$ cat src/rtl/weight_stream_buf.sv
// Weight streamer: fetches a run of weight lines from BRAM through a
// credit-managed prefetch FIFO and presents them to the systolic array,
// either broadside or with lane i skewed by i beats.
module weight_stream_buf #(
  parameter int N_MACS      = 4,
  parameter int DATA_W      = 16,
  parameter int MEM_DEPTH   = 256,
  parameter int RD_LAT      = 1,
  parameter int ADDR_W      = $clog2(MEM_DEPTH),
  parameter int BRAM_ADDR_W = ADDR_W + $clog2(N_MACS*DATA_W/8),
  parameter int FIFO_D      = RD_LAT + 1
) (
  input  logic                     clk,
  input  logic                     rst_n,
  input  logic                     start,
  input  logic [ADDR_W-1:0]        base_addr,
  input  logic [ADDR_W:0]          num_lines,
  input  logic                     skew_mode,
  output logic                     busy,
  output logic                     done,
  output logic                     bram_en,
  output logic [BRAM_ADDR_W-1:0]   bram_addr,
  input  logic [N_MACS*DATA_W-1:0] bram_dout,
  output logic                     out_valid,
  input  logic                     out_ready,
  output logic [N_MACS*DATA_W-1:0] w_out,
  output logic [ADDR_W+1:0]        beat_idx
);

  localparam int LINE_W = N_MACS * DATA_W;
  localparam int BYTE_W = BRAM_ADDR_W - ADDR_W;
  localparam int PTR_W  = $clog2(FIFO_D);
  localparam int CNT_W  = $clog2(FIFO_D + 1);
  localparam int BEAT_W = ADDR_W + 2;

  typedef enum logic [1:0] {IDLE = 2'd0, FETCH = 2'd1, DRAIN = 2'd2} state_t;

  state_t              state_q, state_d;
  logic [ADDR_W-1:0]   addr_q;
  logic [ADDR_W:0]     issued_q, num_q;
  logic                skew_q, done_q;
  logic [BEAT_W-1:0]   total_q, beat_q;
  logic [RD_LAT-1:0]   vld_pipe_q;
  logic [PTR_W-1:0]    wr_ptr_q, rd_ptr_q;
  logic [CNT_W-1:0]    count_q, inflight;
  logic [CNT_W:0]      used;
  logic [LINE_W-1:0]   fifo_mem [FIFO_D];
  logic [LINE_W-1:0]   line_in;
  logic [DATA_W-1:0]   dly_tap [1:N_MACS-1];
  logic [ADDR_W-1:0]   line_addr;
  logic start_acc, start_go, need_line, fifo_empty, accept, pop;
  logic last_beat, credit_ok, fetch_issue, wr, done_d;

  // Handshake, credit accounting and read-issue decisions
  always_comb begin
    start_acc  = (state_q == IDLE) && start;
    // The first read goes out in the start cycle itself; held reset blocks it.
    start_go   = start_acc && rst_n && (num_lines != '0);
    need_line  = beat_q < {1'b0, num_q};
    fifo_empty = (count_q == '0);
    out_valid  = (state_q != IDLE) && (beat_q < total_q) && (!need_line || !fifo_empty);
    accept     = out_valid && out_ready;
    pop        = accept && need_line;
    last_beat  = (beat_q == total_q - BEAT_W'(1));
    wr         = vld_pipe_q[RD_LAT-1];
    inflight   = '0;
    for (int k = 0; k < RD_LAT; k++) inflight = inflight + CNT_W'(vld_pipe_q[k]);
    // A pop this cycle frees a slot, which keeps the stream bubble-free.
    used        = {1'b0, count_q} + {1'b0, inflight} - {{CNT_W{1'b0}}, pop};
    credit_ok   = used < (CNT_W+1)'(FIFO_D);
    fetch_issue = (state_q == FETCH) && (issued_q < num_q) && credit_ok;
    bram_en     = start_go || fetch_issue;
    line_addr   = start_go ? base_addr : (fetch_issue ? addr_q : '0);
    bram_addr   = {line_addr, {BYTE_W{1'b0}}};
    done_d      = ((state_q == DRAIN) && accept && last_beat) ||
                  (start_acc && (num_lines == '0));
    line_in     = (need_line && !fifo_empty) ? fifo_mem[rd_ptr_q] : '0;
  end

  // Next-state logic for the run sequencer
  always_comb begin
    state_d = state_q;
    case (state_q)
      IDLE:    if (start_go) state_d = FETCH;
      FETCH:   if ((issued_q + {{ADDR_W{1'b0}}, fetch_issue}) >= num_q) state_d = DRAIN;
      DRAIN:   if (accept && last_beat) state_d = IDLE;
      default: state_d = IDLE;
    endcase
  end

  // Sequencer state, run parameters, read counters and beat counter
  always_ff @(posedge clk or negedge rst_n) begin
    if (!rst_n) begin
      state_q  <= IDLE;
      done_q   <= 1'b0;
      addr_q   <= '0;
      issued_q <= '0;
      num_q    <= '0;
      skew_q   <= 1'b0;
      total_q  <= '0;
      beat_q   <= '0;
    end else begin
      state_q <= state_d;
      done_q  <= done_d;
      if (start_acc) begin
        addr_q   <= base_addr + ADDR_W'(1);
        issued_q <= {{ADDR_W{1'b0}}, start_go};
        num_q    <= num_lines;
        skew_q   <= skew_mode;
        total_q  <= {1'b0, num_lines} + (skew_mode ? BEAT_W'(N_MACS - 1) : '0);
        beat_q   <= '0;
      end else begin
        if (fetch_issue) begin
          addr_q   <= addr_q + ADDR_W'(1);
          issued_q <= issued_q + (ADDR_W+1)'(1);
        end
        if (accept) beat_q <= beat_q + BEAT_W'(1);
      end
    end
  end

  // Return-valid pipe and FIFO pointers; reset drops any in-flight returns
  always_ff @(posedge clk or negedge rst_n) begin
    if (!rst_n) begin
      vld_pipe_q <= '0;
      wr_ptr_q   <= '0;
      rd_ptr_q   <= '0;
      count_q    <= '0;
    end else begin
      vld_pipe_q[0] <= bram_en;
      for (int k = 1; k < RD_LAT; k++) vld_pipe_q[k] <= vld_pipe_q[k-1];
      if (wr) wr_ptr_q <= (wr_ptr_q == PTR_W'(FIFO_D - 1)) ? '0 : wr_ptr_q + PTR_W'(1);
      if (pop) rd_ptr_q <= (rd_ptr_q == PTR_W'(FIFO_D - 1)) ? '0 : rd_ptr_q + PTR_W'(1);
      count_q <= count_q + CNT_W'(wr) - CNT_W'(pop);
    end
  end

  // FIFO storage captures each tagged BRAM return
  always_ff @(posedge clk) begin
    if (wr) fifo_mem[wr_ptr_q] <= bram_dout;
  end

  for (genvar i = 1; i < N_MACS; i++) begin : g_lane
    logic [DATA_W-1:0] dly_q [i];
    // Lane i delay line, i beats deep, advanced only on accepted beats
    always_ff @(posedge clk or negedge rst_n) begin
      if (!rst_n) begin
        for (int j = 0; j < i; j++) dly_q[j] <= '0;
      end else if (start_acc) begin
        for (int j = 0; j < i; j++) dly_q[j] <= '0;
      end else if (accept) begin
        dly_q[0] <= line_in[i*DATA_W +: DATA_W];
        for (int j = 1; j < i; j++) dly_q[j] <= dly_q[j-1];
      end
    end
    assign dly_tap[i] = dly_q[i-1];
  end

  // Output lanes: lane 0 is never delayed; skew mode taps the delay lines
  always_comb begin
    w_out = line_in;
    if (skew_q) begin
      for (int i = 1; i < N_MACS; i++) w_out[i*DATA_W +: DATA_W] = dly_tap[i];
    end
  end

  assign busy     = (state_q != IDLE);
  assign done     = done_q;
  assign beat_idx = beat_q;

endmodule

$ cat config.mk
export PLATFORM = sky130hd
export DESIGN_NAME = weight_stream_buf
export DESIGN_NICKNAME = d
export VERILOG_FILES = /design/src/rtl/weight_stream_buf.sv
export SDC_FILE = /design/constraint.sdc
export NUM_CORES = 1
export LEC_CHECK = 0
export CAP_MARGIN = 30
export CORE_MARGIN = 2
export CORE_UTILIZATION = 56
export DETAILED_ROUTE_END_ITERATION = 8
export PLACE_DENSITY = 0.81
export SKIP_LAST_GASP = 1
export SLEW_MARGIN = 15
export SYNTH_ARGS = -nofsm -noshare
export SYNTH_HDL_FRONTEND = slang
export SYNTH_SLANG_ARGS = --single-unit
$ cat constraint.sdc
create_clock -name clk -period 6.5 [get_ports clk]
set_input_delay 1.3 -clock clk [delete_from_list [all_inputs] [get_ports clk]]
set_output_delay 1.3 -clock clk [all_outputs]
set_load 0.05 [all_outputs]
[After elaboration in Yosys (flattened, before gate mapping)]
Memories as Yosys holds them, arrays and structs flattened.
Cells that the tools add are included.
W data, S select, Z words.
Word-level totals
  flip-flop bits (word level): 151
  bits in latches: 0
  RAM bits: 128
  ROM bits: 0
  input bits: 86
  output and inout port bits: 89
  word-level logic and storage cells: 95
  memories: 1
Memories
  fifo_mem: depth 2, width 64, read ports 1, clocked after memory_dff 0, write ports 1, line 47  | logic [LINE_W-1:0] fifo_mem [FIFO_D];
Cells by class
  $add $sub $neg: 13
  multipliers: 0
  divide/modulo/power cells: 0
  $lt $le $gt $ge: 5
  equal/unequal tests: 6
  shift-type cells: 0
  muxes and demuxes: 25
  bitwise gates (word level): 0
  reduce and logical (&&, ||, !) cells: 27
Operators with widths (count)
  $mux W48: 3
  $mux W32: 2
  $mux W64: 1
  $mux W16: 2
  $mux W8: 4
  $mux W10: 2
  $mux W9: 2
  $add A8 B1 Y8 const B: 2
  $logic_and A1 B1 Y1: 14
  $add A10 B1 Y10 const B: 1
  $add A9 B2 Y10: 1
  $eq A10 B10 Y1: 1
  $lt A10 B10 Y1: 1
  $lt A10 B9 Y1: 1
  $sub A10 B1 Y10 const B: 1
  $add A9 B1 Y9: 1
  $add A9 B1 Y9 const B: 1
  $ge A9 B9 Y1: 1
  $logic_not A9 Y1: 1
  $lt A9 B9 Y1: 1
  $reduce_bool A9 Y1: 1
  $mux W2: 4
  $pmux W2 S3: 1
  $reduce_bool A2 Y1: 3
  other kinds (15): 24

[Logic depth before layout (Yosys ltp)]
Gate-level depths: netlist (run 1).
  word-level depth: 13
  gate-level depth with buffers: 30
  depth with buffers taken out: 28

[Least setup slack after synthesis (run 1)]
No wires, ideal clock.
  path kind: register to output
  from: register beat_q[1] (netlist: beat_idx[1])
  to: output bram_addr[3]
  arrival: 4.254 ns
  data required time: 5.200 ns
  slack: 0.946 ns
  stages on the path, launching flop included: 18
  path through: dfrtp_1 ha_1 a211oi_1 o2111a_1 o211ai_2 and3_1 buf_2 and2_1 ha_1 inv_1 ha_1 fa_1 nor4_1 and3_1 o21ai_2 inv_1 buf_2 a22o_1
Between the ends
  cells in the longest elaborated chain, start to end: 11
  elaborated cells between the ends (all ways): 13
RTL lines
  start, declared: line 42  | logic [BEAT_W-1:0] total_q, beat_q;
  start signal, assigned: line 117  | if (accept) beat_q <= beat_q + BEAT_W'(1);
  $lt A10 B9 Y1: line 59  | need_line = beat_q < {1'b0, num_q};
  $logic_not A1 Y1: line 61  | out_valid = (state_q != IDLE) && (beat_q < total_q) && (!need_line || !fifo_empty);
  $logic_or A1 B1 Y1: line 61
  $logic_and A1 B1 Y1: line 61
  $logic_and A1 B1 Y1: line 62  | accept = out_valid && out_ready;
  $logic_and A1 B1 Y1 *: line 63  | pop = accept && need_line;
  via pop: line 51  | logic start_acc, start_go, need_line, fifo_empty, accept, pop;
  $sub A3 B1 Y3 *: line 69  | used = {1'b0, count_q} + {1'b0, inflight} - {{CNT_W{1'b0}}, pop};
  via used[1]: line 46  | logic [CNT_W:0] used;
  $lt A3 B2 Y1 *: line 70  | credit_ok = used < (CNT_W+1)'(FIFO_D);
  $logic_and A1 B1 Y1 *: line 71  | fetch_issue = (state_q == FETCH) && (issued_q < num_q) && credit_ok;
  $mux W8 * (2 in a row): line 73  | line_addr = start_go ? base_addr : (fetch_issue ? addr_q : '0);
  end, declared: line 22  | output logic [BRAM_ADDR_W-1:0] bram_addr,
The timed path passes the listed nets; every way through them passes the cells marked *.

[Worst setup path in the final report (run 1)]
  from: register beat_q[5] (netlist: beat_idx[5])
  to: output bram_addr[8]
Between the ends
  cells in the longest elaborated chain, start to end: 11
  elaborated cells between the ends (all ways): 13
RTL lines (line)
  $lt A10 B9 Y1: 59
  $logic_not A1 Y1: 61
  $logic_or A1 B1 Y1: 61
  $logic_and A1 B1 Y1: 61
  $logic_and A1 B1 Y1: 62
  $logic_and A1 B1 Y1 *: 63
  via pop: 51
  $sub A3 B1 Y3 *: 69
  $lt A3 B2 Y1 *: 70
  $logic_and A1 B1 Y1 *: 71
  $mux W8 * (2 in a row): 73
Marks and branches as above.

==> results of run 1 <==
-- critical path, stage by stage, from the launching register on --
cell,delay (ns)
dfrtp_1,0.52
ha_1,0.39
a211oi_1,0.27
o2111a_1,0.27
o211ai_2,0.14
and3_2,0.23
and2_1,0.18
ha_1,0.27
inv_1,0.04
ha_1,0.18
fa_1,0.39
o2bb2ai_1,0.16
nor4_1,0.05
and3_1,0.17
o21ai_2,0.28
inv_1,0.13
buf_4,0.22
a22o_1,0.27
buf_12,0.15
-- power by group --
group / internal [mW] / total [mW] / switching, mW
Combinational: 1.48 / 4.26 / 2.78
Clock: 0.976 / 1.64 / 0.666
Sequential: 2.40 / 2.82 / 0.414
-- stage by stage --
| step | hold slack, ns | power, mW | instances |
|---|---|---|---|
| 2_1_floorplan | 0.455 | 5.78 | 1234 |
| 3_3_place_gp | 0.502 | 6.97 | 1651 |
| 3_5_place_dp | 0.513 | 7.10 | 1652 |
| 4_1_cts | 0.519 | 8.77 | 1706 |
| 5_1_grt | 0.531 | 9.23 | 1708 |
| 6_report | 0.519 | 8.72 | 1708 |
-- worst max-delay path by stage --
stage	start	endpoint	slack (ns)	cells past startpoint
detailed placement	out_ready	state_q[1]	0.63	22
floorplan	beat_idx[1]	bram_addr[3]	0.95	17
finish	beat_idx[5]	bram_addr[8]	0.32	18
global placement	out_ready	state_q[1]	0.72	23
global route	beat_idx[5]	bram_addr[9]	0.03	17
CTS	beat_idx[5]	bram_addr[9]	0.32	18
-- cells in the final DEF (no fill, tap or decap), types with 39 or more instances in the layout --
cell type	n
nand2_1	251
mux2i_1	67
dfrtp_1	149
ha_1	45
edfxtp_1	128
a21oi_1	116
clkdlybuf4s50_1	161
or3_1	51
nor2_1	48
o21ai_0	39
o31ai_1	53
-- final cells by class --
| cell class | count | area share [%] |
|---|---|---|
| flip-flops and latches | 279 | 47.2 |
| multi-input cells | 840 | 31.8 |
| repair buffers | 184 | 11.9 |
| clock buffers | 40 | 4.93 |
| well taps | 319 | 2.47 |
| clock inverters | 14 | 0.952 |
| inverters | 31 | 0.720 |
| diodes | 1 | 0.0155 |
-- flip-flops by register name, summed over array words and instances, names as in the netlist, 8 cells and up --
signal and flops:
fifo_mem 128, g_lane.dly_q 64, dly_tap 32, beat_idx 10, total_q 10, issued_q 9
num_q 9, addr_q 8
-- cells by family (layout without fill, tap and decap cells) --
group | Yosys count | count (layout)
DFF | 279 | 279
xor gates and xnor gates | 46 | 46
adders and majority gates | 47 | 47
other | 1 | 4
and+or+nand+nor | 426 | 426
muxes | 67 | 67
buffers and inverters | 115 | 269
AOI/OAI and AO/OA | 251 | 251
-- routing by layer --
metal	wire length, um	share of wire, %	vias up	track usage (%)
met5	0	0	-	0
li1	-	-	4633	-
met1	12900	44	4673	32.6
met3	1640	5.6	49	4.35
met4	726	2.5	0	7.49
met2	14300	48	265	39.4
==> key figures, run 1 <==
Status
  • Status: finished clean

Place
  • Setup slack at placement: 0.631 ns
  • Half-perimeter wire length after placement: 18600 um
  • GPL Wtd Cong: 0.885
  • Area after DPL: 15200 sq um
  • Number of buffers added on ports: 171

Setup path
  • Worst reg2reg endpoint: state_q[1]
  • Setup slack, reg-to-reg: 0.83 ns
  • Critical path launch point type: register
  • Max FO, Critical Path: 18
  • Crit path kind: reg -> out
  • Arr. time, crit path: 4.88 ns
  • CP required: 5.20 ns
  • Worst Setup End Kind: primary output
  • Reg-to-Reg Start: beat_idx[5]
  • Worst reg2reg path depth: 25

Logic synthesis
  • Unique cell type count in the Yosys netlist: 58
  • Synth Area in Simple Gates: 14.3%
  • Synth Area in Compound Gates: 11.6%
  • Synth Register Bits: 279
  • Commonest cells post-synth: nand2_1, dfrtp_1, edfxtp_1
  • Main combinational cell family by area after synthesis: simple AND/OR/NAND/NOR gates
  • XOR/XNOR Fraction of Synth Area: 3.05%
  • Mean post-synth cell area: 10.7 sq um
  • Synth Cell Area: 13200 sq um
  • Mux cell area share after synthesis: 5.07%
  • Largest cells by area after synthesis: edfxtp_1, dfrtp_1, nand2_1
  • Post-synth top flop: dfrtp_1
  • Sequential share of the synthesized area: 57.7%
  • Synth Area in Adders: 4.56%
  • Warnings, synthesis: 0
  • Most numerous cell in the Yosys netlist: nand2_1
  • Top cell type's share of synthesized area: 29.1%
  • Post-synth EDFFs: 128
  • Dominant cell type by area after synthesis: edfxtp_1
  • Syn Inst Count: 1232
  • Async SR Flop Fraction: 54.1%

Global route
  • Initial antenna violation count: 1
  • Pin count of the biggest net entering global routing: 81
  • Number of global-route vias before repair: 9367
  • First-pass GRT wire length: 47600 um
  • Remaining global-route overflow: 0
  • GRT Overall Usage: 23.9%

Die
  • Core area: 23300 sq um
  • Io pins: 175
  • Row cnt: 56
  • Initial core utilization: 56.7%
  • Die height: 158 um
  • Full die area: 24900 sq um
  • Die width: 158 um

Clock network
  • H-tree depth: 1
  • CTS Buf Count: 29
  • Clock Latency Late Sink: 0.56 ns
  • Hold_buf cts: 0
  • Clk sink count: 279
  • Cts repair resizes: 0
  • Clk pin slew, worst setup/hold paths: 0.06 ns
  • Root buffer cell: clkbuf_16
  • Setup bufs post-CTS: 0
  • Clk buf depth: 3
  • CTS tree: done

Timing
  • RSZ-0062 raised after global routing: no
  • Final min period: 6.18 ns
  • PnR worst setup slack: 0.317 ns
  • Fmax: 162 MHz
  • Final period utilization: 95.1%
  • Final Max Slew Viols: 0
  • Worst Clk Skew: 0.0173 ns
  • Setup violations, final: 0
  • Final hold vios: 0
  • Max_slew headroom: 38.0%
  • Slew @ Worst Pin: 0.931 ns
  • Fin Setup TNS: 0 ns

Flow run
  • Max cap viols: 0

Cells and area
  • NumNets Final: 1498
  • Final Util: 69.3%
  • Layout cell share with drive strength beyond 1: 5.55%
  • Register area: 7630 sq um
  • Fillers: 1710
  • Area of the multi-input gates: 5140 sq um
  • Area Overhead vs Synth: 22.3%
  • Final Cell Area: 16200 sq um

Pwr
  • P_leak: 6.47 nW
  • Power per cell area: 540 nW/um^2
  • IR Drop Worst-Case VDD: 0.396 mV

Route
  • Avg Vias per Cell: 5.63
  • Total Wirelength: 29500 um
  • Wire length per cell: 17.3 um
  • Vias: 9620
  • Initial DRT Pass Iterations: 5
  • DRC: 0
  • Final ANT Viol Nets: 0
  • Detailed Route Iter0 Violations: 706

Hold path
  • HP Class: reg -> reg
  • WHS Endpoint: dly_tap[21]
  • Hold Path Depth: 2
  • Min-Delay Startpoint: g_lane[2].dly_q[21]
(Power assumes the default switching activity.)
==> run 2, diff against run 1 <==
CTS_CLUSTER_SIZE = 12   (was default)
PLACE_DENSITY = 0.79   (was 0.81)
==> key figures, run 2 (synthesized netlist as in run 1, its figures left out) <==
Setup path
  • CP required: 5.20 ns (about the same)
  • Crit path kind: reg -> out
  • Critical path launch point type: register
  • Max FO, Critical Path: 18 (unchanged)
  • Arr. time, crit path: 4.84 ns (-0.04 ns)
  • Worst Setup End Kind: primary output

Pwr
  • Clock share of power: 17.5% (-1.3 points)
  • P_leak: 6.47 nW (about the same)
  • Sw Ratio: 44.6% (+0.32 points)
  • Comb power frac: 50.6% (+1.7 points)
  • Power per cell area: 535 nW/um^2 (-0.87%)
  • Switch Pwr: 3.86 mW (about the same)
  • IR Drop Worst-Case VDD: 0.440 mV (+11%)
  • Pwr Total: 8.65 mW (-0.81%)
  • Power Internal: 4.79 mW (-1.4%)
  • Reg power frac: 31.9% (-0.4 points)

Clock network
  • Clk buf depth: 3 (unchanged)
  • Cts repair resizes: 0 (unchanged)
  • Setup bufs post-CTS: 0 (unchanged)
  • H-tree depth: 1 (unchanged)
  • Clk sink count: 279 (unchanged)
  • Root buffer cell: clkbuf_16
  • CTS tree: done
  • CTS Buf Count: 29 (unchanged)
  • Clock Latency Late Sink: 0.55 ns (about the same)
  • Hold_buf cts: 0 (unchanged)
  • Clk pin slew, worst setup/hold paths: 0.06 ns (about the same)

Global route
  • Remaining global-route overflow: 0 (unchanged)
  • GRT Overall Usage: 23.9% (-0.035 points)
  • Number of global-route vias before repair: 9277 (-0.96%)
  • First-pass GRT wire length: 47500 um (-0.32%)
  • Initial antenna violation count: 0 (-1)
  • Pin count of the biggest net entering global routing: 104 (+28%)

Cells and area
  • Most common cell after layout, fill and taps aside: nand2_1
  • NumNets Final: 1500 (+0.13%)
  • Fillers: 1763 (+3.1%)
  • Layout cell share with drive strength beyond 1: 5.40% (-0.15 points)
  • Most frequent cells in the layout: nand2_1, clkdlybuf4s50_1, dfrtp_1
  • Max reg flops: 128 (unchanged)
  • Antenna diodes: 0 (-1)
  • Area Overhead vs Synth: 22.3% (about the same)
  • Top reg by flops: fifo_mem

Route
  • DRC: 0 (unchanged)
  • Detailed Route Iter0 Violations: 872 (+24%)
  • Initial DRT Pass Iterations: 5 (unchanged)
  • Wire length per cell: 17.3 um (+0.29%)
  • Avg Vias per Cell: 5.60 (-0.57%)
  • Vias: 9571 (-0.51%)
  • Total Wirelength: 29600 um (+0.35%)
  • Final ANT Viol Nets: 0 (unchanged)

Timing
  • Worst Clk Skew: 0.0235 ns (+0.00619 ns)
  • Final min period: 6.14 ns (-0.0438 ns)
  • Max_slew headroom: 32.4% (-5.6 points)
  • Final Max Slew Viols: 0 (unchanged)
  • RSZ-0062 raised after global routing: no
  • Final period utilization: 94.4% (-0.67 points)
  • Setup violations, final: 0 (unchanged)
  • Fin Setup TNS: 0 ns (unchanged)
  • Slew @ Worst Pin: 0.989 ns (+0.0584 ns)
  • Final hold vios: 0 (unchanged)
  • Fmax: 163 MHz (+0.71%)

Status
  • Status: finished clean

Die
  • Initial core utilization: 56.7% (unchanged)
  • Die height: 158 um (unchanged)
  • Row cnt: 56 (unchanged)
  • Full die area: 24900 sq um (unchanged)
  • Die width: 158 um (unchanged)
  • Core area: 23300 sq um (unchanged)
  • Io pins: 175 (unchanged)

Place
  • GPL Wtd Cong: 0.889 (+0.50%)
  • Number of buffers added on ports: 171 (unchanged)
  • Half-perimeter wire length after placement: 18400 um (-1.0%)

Hold path
  • HP Class: reg -> reg

Flow run
  • Max cap viols: 0 (unchanged)
==> run 2: changes by cell type in the layout (fill, tap and decap cells not counted) <==
cell	before	now
clkinv_2	5	3
buf_4	12	10
clkinv_1	5	6
clkbuf_1	8	11
buf_16	1	5
diode_2	1	0
inv_6	0	1
inv_16	1	0
clkbuf_8	3	4
bufinv_16	3	0
==> run 2: power by group through the flow <==
stage	registers, mW	clock network [mW]	logic (mW)
2_1_floorplan	2.68	0	3.10
3_3_place_gp	2.89	0	4.10
3_5_place_dp	2.91	0	4.18
4_1_cts	2.89	1.55	4.20
5_1_grt	2.82	1.62	4.72
6_report	2.76	1.51	4.38
==> run 2: stage by stage <==
stage	hold WS [ns]	cells	setup slack [ns]	utilization, %	cell area (sq um)
floorplan	0.455	1234	0.946	-	13200
global placement	0.502	1650	0.701	65.0	15200
detailed placement	0.511	1650	0.518	65.0	15200
CTS	0.512	1704	0.344	68.7	16000
global route	0.526	1709	0.0883	69.3	16200
finish	0.509	1709	0.361	69.3	16200
==> run 2: final timing paths <==
path	start	endpoint	slack [ns]	cells past startpoint
max	beat_idx[1]	bram_addr[6]	0.36	18
min	g_lane[3].dly_q[17]	dly_tap[1]	0.51	2
max reg2reg	beat_idx[1]	state_q[1]	0.78	25
min reg2reg	g_lane[3].dly_q[17]	dly_tap[1]	0.51	2
max in group asynchronous	rst_n	g_lane[3].dly_q[17]	4.83	2
min in group asynchronous	rst_n	g_lane[1].dly_q[10]	0.62	1
==> run 2: layer usage <==
layer	GRT usage (%)	routed length (um)
met1	32.0	12700
met2	39.6	14400
met3	4.95	1980
met4	7.14	592
met5	0	0
==> run 2: critical path, stage by stage (launching register included) <==
cell,delay (ns)
dfrtp_1,0.51
ha_1,0.36
a211oi_1,0.22
o2111a_1,0.27
o211ai_2,0.14
and3_2,0.23
and2_1,0.19
ha_1,0.28
inv_1,0.04
ha_1,0.18
fa_1,0.38
o2bb2ai_1,0.17
nor4_1,0.06
and3_1,0.18
o21ai_2,0.29
inv_1,0.15
buf_4,0.23
a22o_1,0.27
buf_12,0.15
==> run 2: final cells by class <==
type	instances	area [sq um]	share of cell area, %
Multi-Input combinational cell	840	5140	31.8
Sequential cell	279	7630	47.2
Timing Repair Buffer	186	2020	12.5
Clock buffer	44	822	5.08
Clock inverter	10	46.3	0.286
Tap cell	319	399	2.47
Inverter	31	116	0.719
